`config.mk`:
```
export PLATFORM = sky130hd
export DESIGN_NAME = pipe_ctrl_flat
export DESIGN_NICKNAME = d
export VERILOG_FILES = /design/src/rtl/pipe_ctrl_if.sv /design/src/rtl/pipe_ctrl.sv /design/src/flat_wrapper.sv
export SDC_FILE = /design/constraint.sdc
export NUM_CORES = 1
export LEC_CHECK = 0
export CORE_ASPECT_RATIO = 1.25
export CORE_MARGIN = 2
export CORE_UTILIZATION = 33
export CTS_CLUSTER_DIAMETER = 30
export DETAILED_ROUTE_END_ITERATION = 7
export HOLD_SLACK_MARGIN = 0.03
export PLACE_DENSITY = 0.87
export SYNTH_ARGS = -nofsm -noshare
export SYNTH_HDL_FRONTEND = slang
export SYNTH_SLANG_ARGS = --single-unit
export TNS_END_PERCENT = 1
```
`constraint.sdc`:
```
create_clock -name clk -period 4.7 [get_ports clk]
set_clock_uncertainty 0.15 [all_clocks]
set_input_delay 0.47 -clock clk [delete_from_list [all_inputs] [get_ports clk]]
set_output_delay 0.47 -clock clk [all_outputs]
set_load 0.05 [all_outputs]
```
`src/rtl/pipe_ctrl_if.sv`:
```
// Handshake, flush and status bundle between the pipeline controller and its surroundings.
// The slave side is the controller; the master side is the environment (fetch, stages, commit).
interface pipe_ctrl_if #(
    parameter int STAGES = 5,
    parameter int FSW    = 3
);
    logic              in_valid;
    logic              in_ready;
    logic [STAGES-1:0] ready_go;
    logic              out_ready;
    logic              flush_req;
    logic [FSW-1:0]    flush_stage;
    logic [STAGES-1:0] stage_valid;
    logic [STAGES-1:0] stage_allowin;
    logic [STAGES-1:0] stage_en;
    logic              commit;
    logic [31:0]       perf_commit;
    logic [31:0]       perf_stall;

    modport master (
        output in_valid, ready_go, out_ready, flush_req, flush_stage,
        input  in_ready, stage_valid, stage_allowin, stage_en, commit, perf_commit, perf_stall
    );

    modport slave (
        input  in_valid, ready_go, out_ready, flush_req, flush_stage,
        output in_ready, stage_valid, stage_allowin, stage_en, commit, perf_commit, perf_stall
    );
endinterface

```
`src/rtl/pipe_ctrl.sv`:
```
// Valid/allowin chain for an N-stage in-order pipeline with partial flush and commit strobe.
// Optional retire/stall counters are built only when PIPE_CTRL_PERF_EN is defined.

// One stage's valid bit: killed stages clear, open stages take what upstream offers.
module pipe_ctrl_stage (
    input  logic clk,
    input  logic reset,
    input  logic allowin,
    input  logic kill,
    input  logic feed,
    output logic en,
    output logic valid
);
    logic valid_d, valid_q;

    always_comb begin
        valid_d = valid_q;
        if (kill)
            valid_d = 1'b0;
        else if (allowin)
            valid_d = feed;
    end

    always_ff @(posedge clk or posedge reset) begin
        if (reset) valid_q <= 1'b0;
        else       valid_q <= valid_d;
    end

    assign en    = allowin & feed;
    assign valid = valid_q;
endmodule

module pipe_ctrl #(
    parameter int STAGES = 5,
    parameter int FSW    = 3
) (
    input  logic        clk,
    input  logic        reset,
    pipe_ctrl_if.slave  bus
);
    logic [STAGES-1:0] valid;
    logic [STAGES-1:0] allowin;
    logic [STAGES-1:0] kill;
    logic [STAGES-1:0] feed;
    logic [STAGES-1:0] en;
    logic [FSW-1:0]    k;
    logic              commit;
    logic              in_ready;

    // Out-of-range flush indices collapse onto the oldest stage.
    always_comb begin
        k = bus.flush_stage;
        if (bus.flush_stage > FSW'(STAGES-1))
            k = FSW'(STAGES-1);
        kill = '0;
        for (int i = 0; i < STAGES; i++)
            kill[i] = bus.flush_req & (FSW'(i) <= k);
    end

    always_comb begin
        logic room;
        allowin = '0;
        room    = bus.out_ready;
        for (int i = STAGES-1; i >= 0; i--) begin
            allowin[i] = ~valid[i] | (bus.ready_go[i] & room);
            room       = allowin[i];
        end
    end

    // A killed stage offers nothing downstream, which also suppresses stage_en[k+1].
    always_comb begin
        feed    = '0;
        feed[0] = bus.in_valid & ~bus.flush_req;
        for (int i = 1; i < STAGES; i++)
            feed[i] = valid[i-1] & bus.ready_go[i-1] & ~kill[i-1];
    end

    for (genvar g = 0; g < STAGES; g++) begin : g_stage
        pipe_ctrl_stage u_stage (
            .clk     (clk),
            .reset   (reset),
            .allowin (allowin[g]),
            .kill    (kill[g]),
            .feed    (feed[g]),
            .en      (en[g]),
            .valid   (valid[g])
        );
    end

    assign in_ready = allowin[0] & ~bus.flush_req;
    assign commit   = valid[STAGES-1] & bus.ready_go[STAGES-1] & bus.out_ready & ~kill[STAGES-1];

    assign bus.in_ready      = in_ready;
    assign bus.stage_valid   = valid;
    assign bus.stage_allowin = allowin;
    assign bus.stage_en      = en;
    assign bus.commit        = commit;

`ifdef PIPE_CTRL_PERF_EN
    logic [31:0] perf_commit_d, perf_commit_q;
    logic [31:0] perf_stall_d,  perf_stall_q;

    always_comb begin
        perf_commit_d = perf_commit_q;
        perf_stall_d  = perf_stall_q;
        if (commit)
            perf_commit_d = perf_commit_q + 32'd1;
        if (bus.in_valid & ~in_ready)
            perf_stall_d = perf_stall_q + 32'd1;
    end

    always_ff @(posedge clk or posedge reset) begin
        if (reset) begin
            perf_commit_q <= '0;
            perf_stall_q  <= '0;
        end else begin
            perf_commit_q <= perf_commit_d;
            perf_stall_q  <= perf_stall_d;
        end
    end

    assign bus.perf_commit = perf_commit_q;
    assign bus.perf_stall  = perf_stall_q;
`else
    assign bus.perf_commit = '0;
    assign bus.perf_stall  = '0;
`endif
endmodule

```
`src/flat_wrapper.sv`:
```
// flat-port wrapper written by rule: the top's interface ports become plain ports
module pipe_ctrl_flat 
#(
    parameter int STAGES = 5,
    parameter int FSW    = 3
)
  (clk, reset, bus_in_valid, bus_ready_go, bus_out_ready, bus_flush_req, bus_flush_stage, bus_in_ready, bus_stage_valid, bus_stage_allowin, bus_stage_en, bus_commit, bus_perf_commit, bus_perf_stall);
  pipe_ctrl_if #(.STAGES(STAGES), .FSW(FSW)) bus_i ();
  input  logic clk;
  input  logic reset;
  input wire logic [$bits(bus_i.in_valid)-1:0] bus_in_valid;
  input wire logic [$bits(bus_i.ready_go)-1:0] bus_ready_go;
  input wire logic [$bits(bus_i.out_ready)-1:0] bus_out_ready;
  input wire logic [$bits(bus_i.flush_req)-1:0] bus_flush_req;
  input wire logic [$bits(bus_i.flush_stage)-1:0] bus_flush_stage;
  output wire logic [$bits(bus_i.in_ready)-1:0] bus_in_ready;
  output wire logic [$bits(bus_i.stage_valid)-1:0] bus_stage_valid;
  output wire logic [$bits(bus_i.stage_allowin)-1:0] bus_stage_allowin;
  output wire logic [$bits(bus_i.stage_en)-1:0] bus_stage_en;
  output wire logic [$bits(bus_i.commit)-1:0] bus_commit;
  output wire logic [$bits(bus_i.perf_commit)-1:0] bus_perf_commit;
  output wire logic [$bits(bus_i.perf_stall)-1:0] bus_perf_stall;
  assign bus_i.in_valid = bus_in_valid;
  assign bus_i.ready_go = bus_ready_go;
  assign bus_i.out_ready = bus_out_ready;
  assign bus_i.flush_req = bus_flush_req;
  assign bus_i.flush_stage = bus_flush_stage;
  assign bus_in_ready = bus_i.in_ready;
  assign bus_stage_valid = bus_i.stage_valid;
  assign bus_stage_allowin = bus_i.stage_allowin;
  assign bus_stage_en = bus_i.stage_en;
  assign bus_commit = bus_i.commit;
  assign bus_perf_commit = bus_i.perf_commit;
  assign bus_perf_stall = bus_i.perf_stall;
  pipe_ctrl #(.STAGES(STAGES), .FSW(FSW)) u_core (.clk(clk), .reset(reset), .bus(bus_i));
endmodule
```
# --- Word level (Yosys, flattened, before mapping) ---
# Cells that the tools add are included.
word_totals:
  reg_bits: 5
  in_bits: 13
  output_inout_bits: 81
  elab_cells: 71
classes:
  n_lt_le_gt_ge: 6
  n_mux: 11
  n_bitwise: 44
  reduce_logical: 5
ops:
  columns: ["operator", "n"]
  rows:
  - ["$and A1 B1 Y1", 28]
  - ["$not A1 Y1", 11]
  - ["$mux W1", 10]
  - ["$reduce_bool A2 Y1", 5]
  - ["$le A1 B3 Y1 const A", 2]
  - ["$le A2 B3 Y1 const A", 2]
  - ["$or A1 B1 Y1", 5]
  - ["$gt A3 B3 Y1 const B", 1]
  - ["$le A3 B3 Y1 const A", 1]
  - ["$mux W3", 1]

# --- Logic depth before layout (Yosys ltp) ---
logic_depth:
  depth_word: 12
  mapped_depth: 7
  depth_no_buf: 6

# --- Cells and area by module ---
# Synthesis repeated with hierarchy kept, for this count alone.
unflattened:
  cells_unflattened: 122
  hier_area_um2: 924.6
by_module_without_submodules:
  columns: ["module", "instances", "cells_per_inst", "area_per_inst_um2", "seq_area_each_um2"]
  rows:
  - ["pipe_ctrl", 1, 97, 674.4, 0.0]
  - ["pipe_ctrl_stage", 5, 5, 50.0, 25.0]

# --- Least setup slack after synthesis ---
# OpenSTA, ideal clock, no wires.
synth_timing:
  path_type: "in2out"
  start: "input bus_out_ready"
  end: "output bus_in_ready"
  arrival_ns: 1.689
  required_time_ns: 4.080
  slack_ns: 2.391
  path_stages: 4
  n_path_buf: 0
  cell_sequence: "and2_4 > o221ai_1 > a22o_1 > nor2_1"
synth_between:
  elab_chain_cells: 11
synth_rtl:
  columns: ["element", "line_no", "text"]
  rows:
  - ["from (decl)", "flat_wrapper.sv:13", "input wire logic [$bits(bus_i.out_ready)-1:0] bus_out_ready;"]
  - ["$and A1 B1 Y1", "pipe_ctrl.sv:65", "allowin[i] = ~valid[i] | (bus.ready_go[i] & room);"]
  - ["$or A1 B1 Y1", "pipe_ctrl.sv:65", null]
  - ["$and A1 B1 Y1", "pipe_ctrl.sv:65", null]
  - ["$or A1 B1 Y1", "pipe_ctrl.sv:65", null]
  - ["$and A1 B1 Y1", "pipe_ctrl.sv:65", null]
  - ["$or A1 B1 Y1", "pipe_ctrl.sv:65", null]
  - ["$and A1 B1 Y1", "pipe_ctrl.sv:65", null]
  - ["$or A1 B1 Y1", "pipe_ctrl.sv:65", null]
  - ["$and A1 B1 Y1", "pipe_ctrl.sv:65", null]
  - ["$or A1 B1 Y1", "pipe_ctrl.sv:65", null]
  - ["$and A1 B1 Y1", "pipe_ctrl.sv:90", "assign in_ready = allowin[0] & ~bus.flush_req;"]
  - ["to (decl)", "flat_wrapper.sv:16", "output wire logic [$bits(bus_i.in_ready)-1:0] bus_in_ready;"]
# Every way passes these cells.

# --- Final worst setup path ---
layout_timing:
  start: "input bus_out_ready"
  end: "output bus_stage_en[0]"
layout_between:
  elab_chain_cells: 11
layout_rtl:
  columns: ["element", "line_no", "text"]
  rows:
  - ["$and A1 B1 Y1", "pipe_ctrl.sv:65", null]
  - ["$or A1 B1 Y1", "pipe_ctrl.sv:65", null]
  - ["$and A1 B1 Y1", "pipe_ctrl.sv:65", null]
  - ["$or A1 B1 Y1", "pipe_ctrl.sv:65", null]
  - ["$and A1 B1 Y1", "pipe_ctrl.sv:65", null]
  - ["$or A1 B1 Y1", "pipe_ctrl.sv:65", null]
  - ["$and A1 B1 Y1", "pipe_ctrl.sv:65", null]
  - ["$or A1 B1 Y1", "pipe_ctrl.sv:65", null]
  - ["$and A1 B1 Y1", "pipe_ctrl.sv:65", null]
  - ["$or A1 B1 Y1", "pipe_ctrl.sv:65", null]
  - ["$and A1 B1 Y1", "pipe_ctrl.sv:29", "assign en = allowin & feed;"]
  - ["to (decl)", "flat_wrapper.sv:19", "output wire logic [$bits(bus_i.stage_en)-1:0] bus_stage_en;"]
# Every way passes these cells.

==> impl.org <==
** Outcome
- The run finished with clean final reports.

** Synthesis
- Sorting the synthesized cells by how often they occur yields sky130_fd_sc_hd__buf_4, sky130_fd_sc_hd__nand2_1, sky130_fd_sc_hd__dfrtp_1, sky130_fd_sc_hd__inv_1, sky130_fd_sc_hd__nand3_1.
- Dividing the synthesized area by the synthesized cell count gives 7.46 sq um.
- Most common cell in the netlist :: sky130_fd_sc_hd__buf_4
- After technology mapping, the gate count stands at 134.
- Synthesized cell area :: 1000 sq um
- Yosys top cell area share :: 59.3%
- Number of enable flip-flop cells after synthesis :: 0
- The synthesized netlist contains 25 unique library cells.
- For this run, the leading register cell type out of synthesis is sky130_fd_sc_hd__dfrtp_1.
- Async set-or-reset flop fraction in the synthesized netlist :: 100%
- Most area-consuming cells after synthesis :: sky130_fd_sc_hd__buf_4, sky130_fd_sc_hd__dfrtp_1, sky130_fd_sc_hd__nand2_1
- Leading area contributor after synthesis :: sky130_fd_sc_hd__buf_4
- Part of the Yosys area used for sequential elements :: 12.5%
- In this run, synthesis produced a sequential element count of 5.
- The Yosys step of the flow raised 0 warnings.

** Global routing
- Initial antenna violation count :: 0
- Met1 capacity usage during global routing :: 9.86%
- Entering global routing, the biggest net connects 10 pins.
- The via count of the first global-routing pass was 504.
- For met2 alone, demand over resource in global routing was 13.7%.
- For this run, global-route usage on met3 was measured as 4.09%.
- met2 is the most crowded layer.
- Global routing finished with a remaining overflow of 0.
- The first global-routing pass estimated 2.26 mm of wire.
- Overall fraction of global-route tracks in use :: 9.29%

** Floorplan
- During I/O placement, the number of pins put on the boundary was 94.
- For this configuration, the core starts out at a cell density of 34.3%.
- The die is 53.2 um wide.
- The floorplan step defined a die boundary enclosing 0.00349 sq mm.
- The core region is 0.00292 sq mm.
- DIE HEIGHT :: 65.5 um
- Row generation in the floorplan step produced 22 rows.

** Power and ir drop
- Across the VDD grid, the largest voltage drop is 90.2 uV.
- Leakage component of the power :: 0.531 nW
- Power spread over the standard cell area amounts to 264 mW/mm^2.
- Sum of internal, switching and leakage power :: 0.264 mW

** Place
- The congestion estimate from routability-driven global placement came to 0.779.
- In this run the cell area measured after placement is 975 sq um.
- Post-DP HPWL :: 1.45 mm
- Pre-CTS setup slack :: 1.46 ns
- PortBufs :: 29

** Layout
- Max FFs per register :: 5
- The repair_antennas step left the layout with diodes totalling 0.
- After the last flow step, the layout net total stands at 164.
- Cells fill 34.3% of the core in the end.
- Area grow syn2layout :: 0.125%
- Post-route cell area :: 0.00100 sq mm
- Of the cells placed in the final design, the portion with a size suffix greater than 1 is 4.00%.

** Route
- Number of DRC markers in iteration 0 :: 16
- Count of unresolved DRC violations after routing :: 0
- Total number of vias :: 698
- In the final routed layout, each cell accounts on average for 8.88 um.
- Post-detailed-routing wire length :: 1.65 mm
- DRT antenna net count :: 0
- The first TritonRoute pass finished after 4 iterations.
- Dividing the detail-routed via count by the number of cells gives 3.75.

** STA
- Setup slack closes at 1.46 ns.
- Maximum clock rate :: 0.309 GHz
- Share of the cycle needed by the critical path after routing :: 68.9%
- Slew at the pin with the worst max-slew slack :: 0.508 ns
- Setup Total Neg Slack :: 0 ns
- Period minus WS final :: 3.24 ns
- Final Max Tran Viols :: 0
- Unrepaired setup endpoints after global routing :: no
- In this run the tightest slew margin relative to its limit is 66.0%.
- The total count of hold-check failures in the final report came to 0.
- Setup violations remaining at the end of the flow were counted as 0.

** Worst setup path
- The critical path starts at bus_out_ready.
- By startpoint and endpoint, the worst setup path is classified as in2out.
- The critical path crosses 6 cells after its start point.
- Sort of element at the start of the critical path :: input port
- STA puts the critical path data arrival time at 2.62 ns.
- For this design, the slowest cell found on the critical path is sky130_fd_sc_hd__clkdlybuf4s50_1.
- Largest stage delay on the critical path :: 0.83 ns
- Along the worst path, the maximum fanout reaches 4.
- Crit path max-delay family :: buffers and inverters
- Counting both buffers and inverters, the worst setup path holds a total of 2.
- The critical path goes through clkdlybuf4s50_1, and2_4, o221ai_1, a22o_1, nor3b_1, clkdlybuf4s50_1.
- In this design, the critical path's most frequently occurring cell is sky130_fd_sc_hd__clkdlybuf4s50_1.
- At the worst endpoint, the required time is 4.08 ns.
- Reg-to-Reg Start :: u_core.g_stage[4].u_stage.valid
- Endpoint of the worst register-to-register path :: u_core.g_stage[1].u_stage.valid
- Path depth of the worst reg2reg path :: 5
- STA classifies the critical path endpoint as a primary output.
- Worst-case register-to-register setup slack :: 3.12 ns
- The critical path ends at bus_stage_en[0].

** Clock network
- Post-CTS timing repair inserted 0 buffers for setup.
- In this run the number of H-tree levels came out at 1.
- CTS tree :: built
- The clock reaches the later pin of the worst-skew pair after 0.24 ns.
- Max clock buf depth :: 2
- Clk sink count :: 5
- Clock-pin slew was measured on the worst setup and hold paths at 0.04 ns.
- Number of buffers inserted for hold repair after clock tree synthesis :: 0
- Root buffer cell :: sky130_fd_sc_hd__clkbuf_4
- In this run, post-CTS repair resized a total of 0 instances.
- Number of buffers created by CTS :: 3

** Flow run
- The tool flagged a number of max-cap violations equal to 0.

** Worst hold path
- Type of the tightest min-delay check :: in2async
through the flow:
| stage | hold slack [ns] | std cells |
|---|---|---|
| 2_1_floorplan | 0.0985 | 197 |
| 3_3_place_gp | 0.418 | 182 |
| 3_5_place_dp | 0.442 | 182 |
| 4_1_cts | 0.273 | 186 |
| 5_1_grt | 0.292 | 186 |
| 6_report | 0.279 | 186 |
layout make-up:
class | count | area, sq um
clock buffer | 4 | 26.3
sequential | 5 | 125
multi-input combinational | 106 | 492
timing repair buffer | 29 | 290
fill | 323 | 1920
inverter | 6 | 22.5
tap | 36 | 45.0
power breakdown:
part,switching [mW],internal [mW]
Sequential,0.00302,0.0450
Combinational,0.143,0.0224
Clock,0.0183,0.0321
cell usage in the layout (no fill, tap or decap):
| cell | netlist | routed |
|---|---|---|
| sky130_fd_sc_hd__nor2b_1 | 2 | 2 |
| sky130_fd_sc_hd__nor2b_4 | 1 | 1 |
| sky130_fd_sc_hd__a31oi_1 | 2 | 2 |
| sky130_fd_sc_hd__a211oi_1 | 1 | 1 |
| sky130_fd_sc_hd__a22o_1 | 1 | 1 |
| sky130_fd_sc_hd__a21oi_1 | 3 | 3 |
| sky130_fd_sc_hd__o21ai_0 | 2 | 2 |
| sky130_fd_sc_hd__and2_4 | 1 | 1 |
| sky130_fd_sc_hd__o221ai_1 | 1 | 1 |
| sky130_fd_sc_hd__clkbuf_4 | 0 | 3 |
| sky130_fd_sc_hd__and3_1 | 2 | 2 |
| sky130_fd_sc_hd__nor2_1 | 2 | 2 |
| sky130_fd_sc_hd__a41o_1 | 2 | 2 |
| sky130_fd_sc_hd__inv_1 | 5 | 5 |
| sky130_fd_sc_hd__nand2b_1 | 2 | 2 |
| sky130_fd_sc_hd__clkbuf_1 | 1 | 1 |
| sky130_fd_sc_hd__inv_2 | 1 | 1 |
| sky130_fd_sc_hd__o31ai_1 | 1 | 1 |
| sky130_fd_sc_hd__dfrtp_1 | 5 | 5 |
| sky130_fd_sc_hd__nand3_1 | 5 | 5 |
| sky130_fd_sc_hd__nand2_1 | 9 | 9 |
| sky130_fd_sc_hd__conb_1 | 1 | 64 |
| sky130_fd_sc_hd__nand4_1 | 2 | 2 |
| sky130_fd_sc_hd__clkdlybuf4s50_1 | 0 | 29 |
| sky130_fd_sc_hd__nor3b_1 | 1 | 1 |
| sky130_fd_sc_hd__a21o_1 | 2 | 2 |
routing by layer:
layer | part of all wire, % | up-vias
met3 | 15 | 2
met2 | 48 | 64
li1 | - | 322
met4 | 1.2 | 0
met5 | 0 | -
met1 | 35 | 310
how the worst min path moves through the flow:
stage	endpoint	startpoint	slack, ns
floorplan	u_core.g_stage[0].u_stage.valid	reset	0.1
global placement	u_core.g_stage[4].u_stage.valid	u_core.g_stage[3].u_stage.valid	0.42
detailed placement	u_core.g_stage[4].u_stage.valid	u_core.g_stage[3].u_stage.valid	0.44
CTS	u_core.g_stage[4].u_stage.valid	reset	0.27
global route	u_core.g_stage[2].u_stage.valid	reset	0.29
finish	u_core.g_stage[4].u_stage.valid	reset	0.28
cells by family after synthesis:
family	Yosys count	synth area share, %
buffers and inverters	86	62.0
AOI/OAI and AO/OA	15	10.5
DFF	5	12.5
and+or+nand+nor	27	14.6
other	1	0.375
Note: power is estimated with default switching activity, not from simulation.
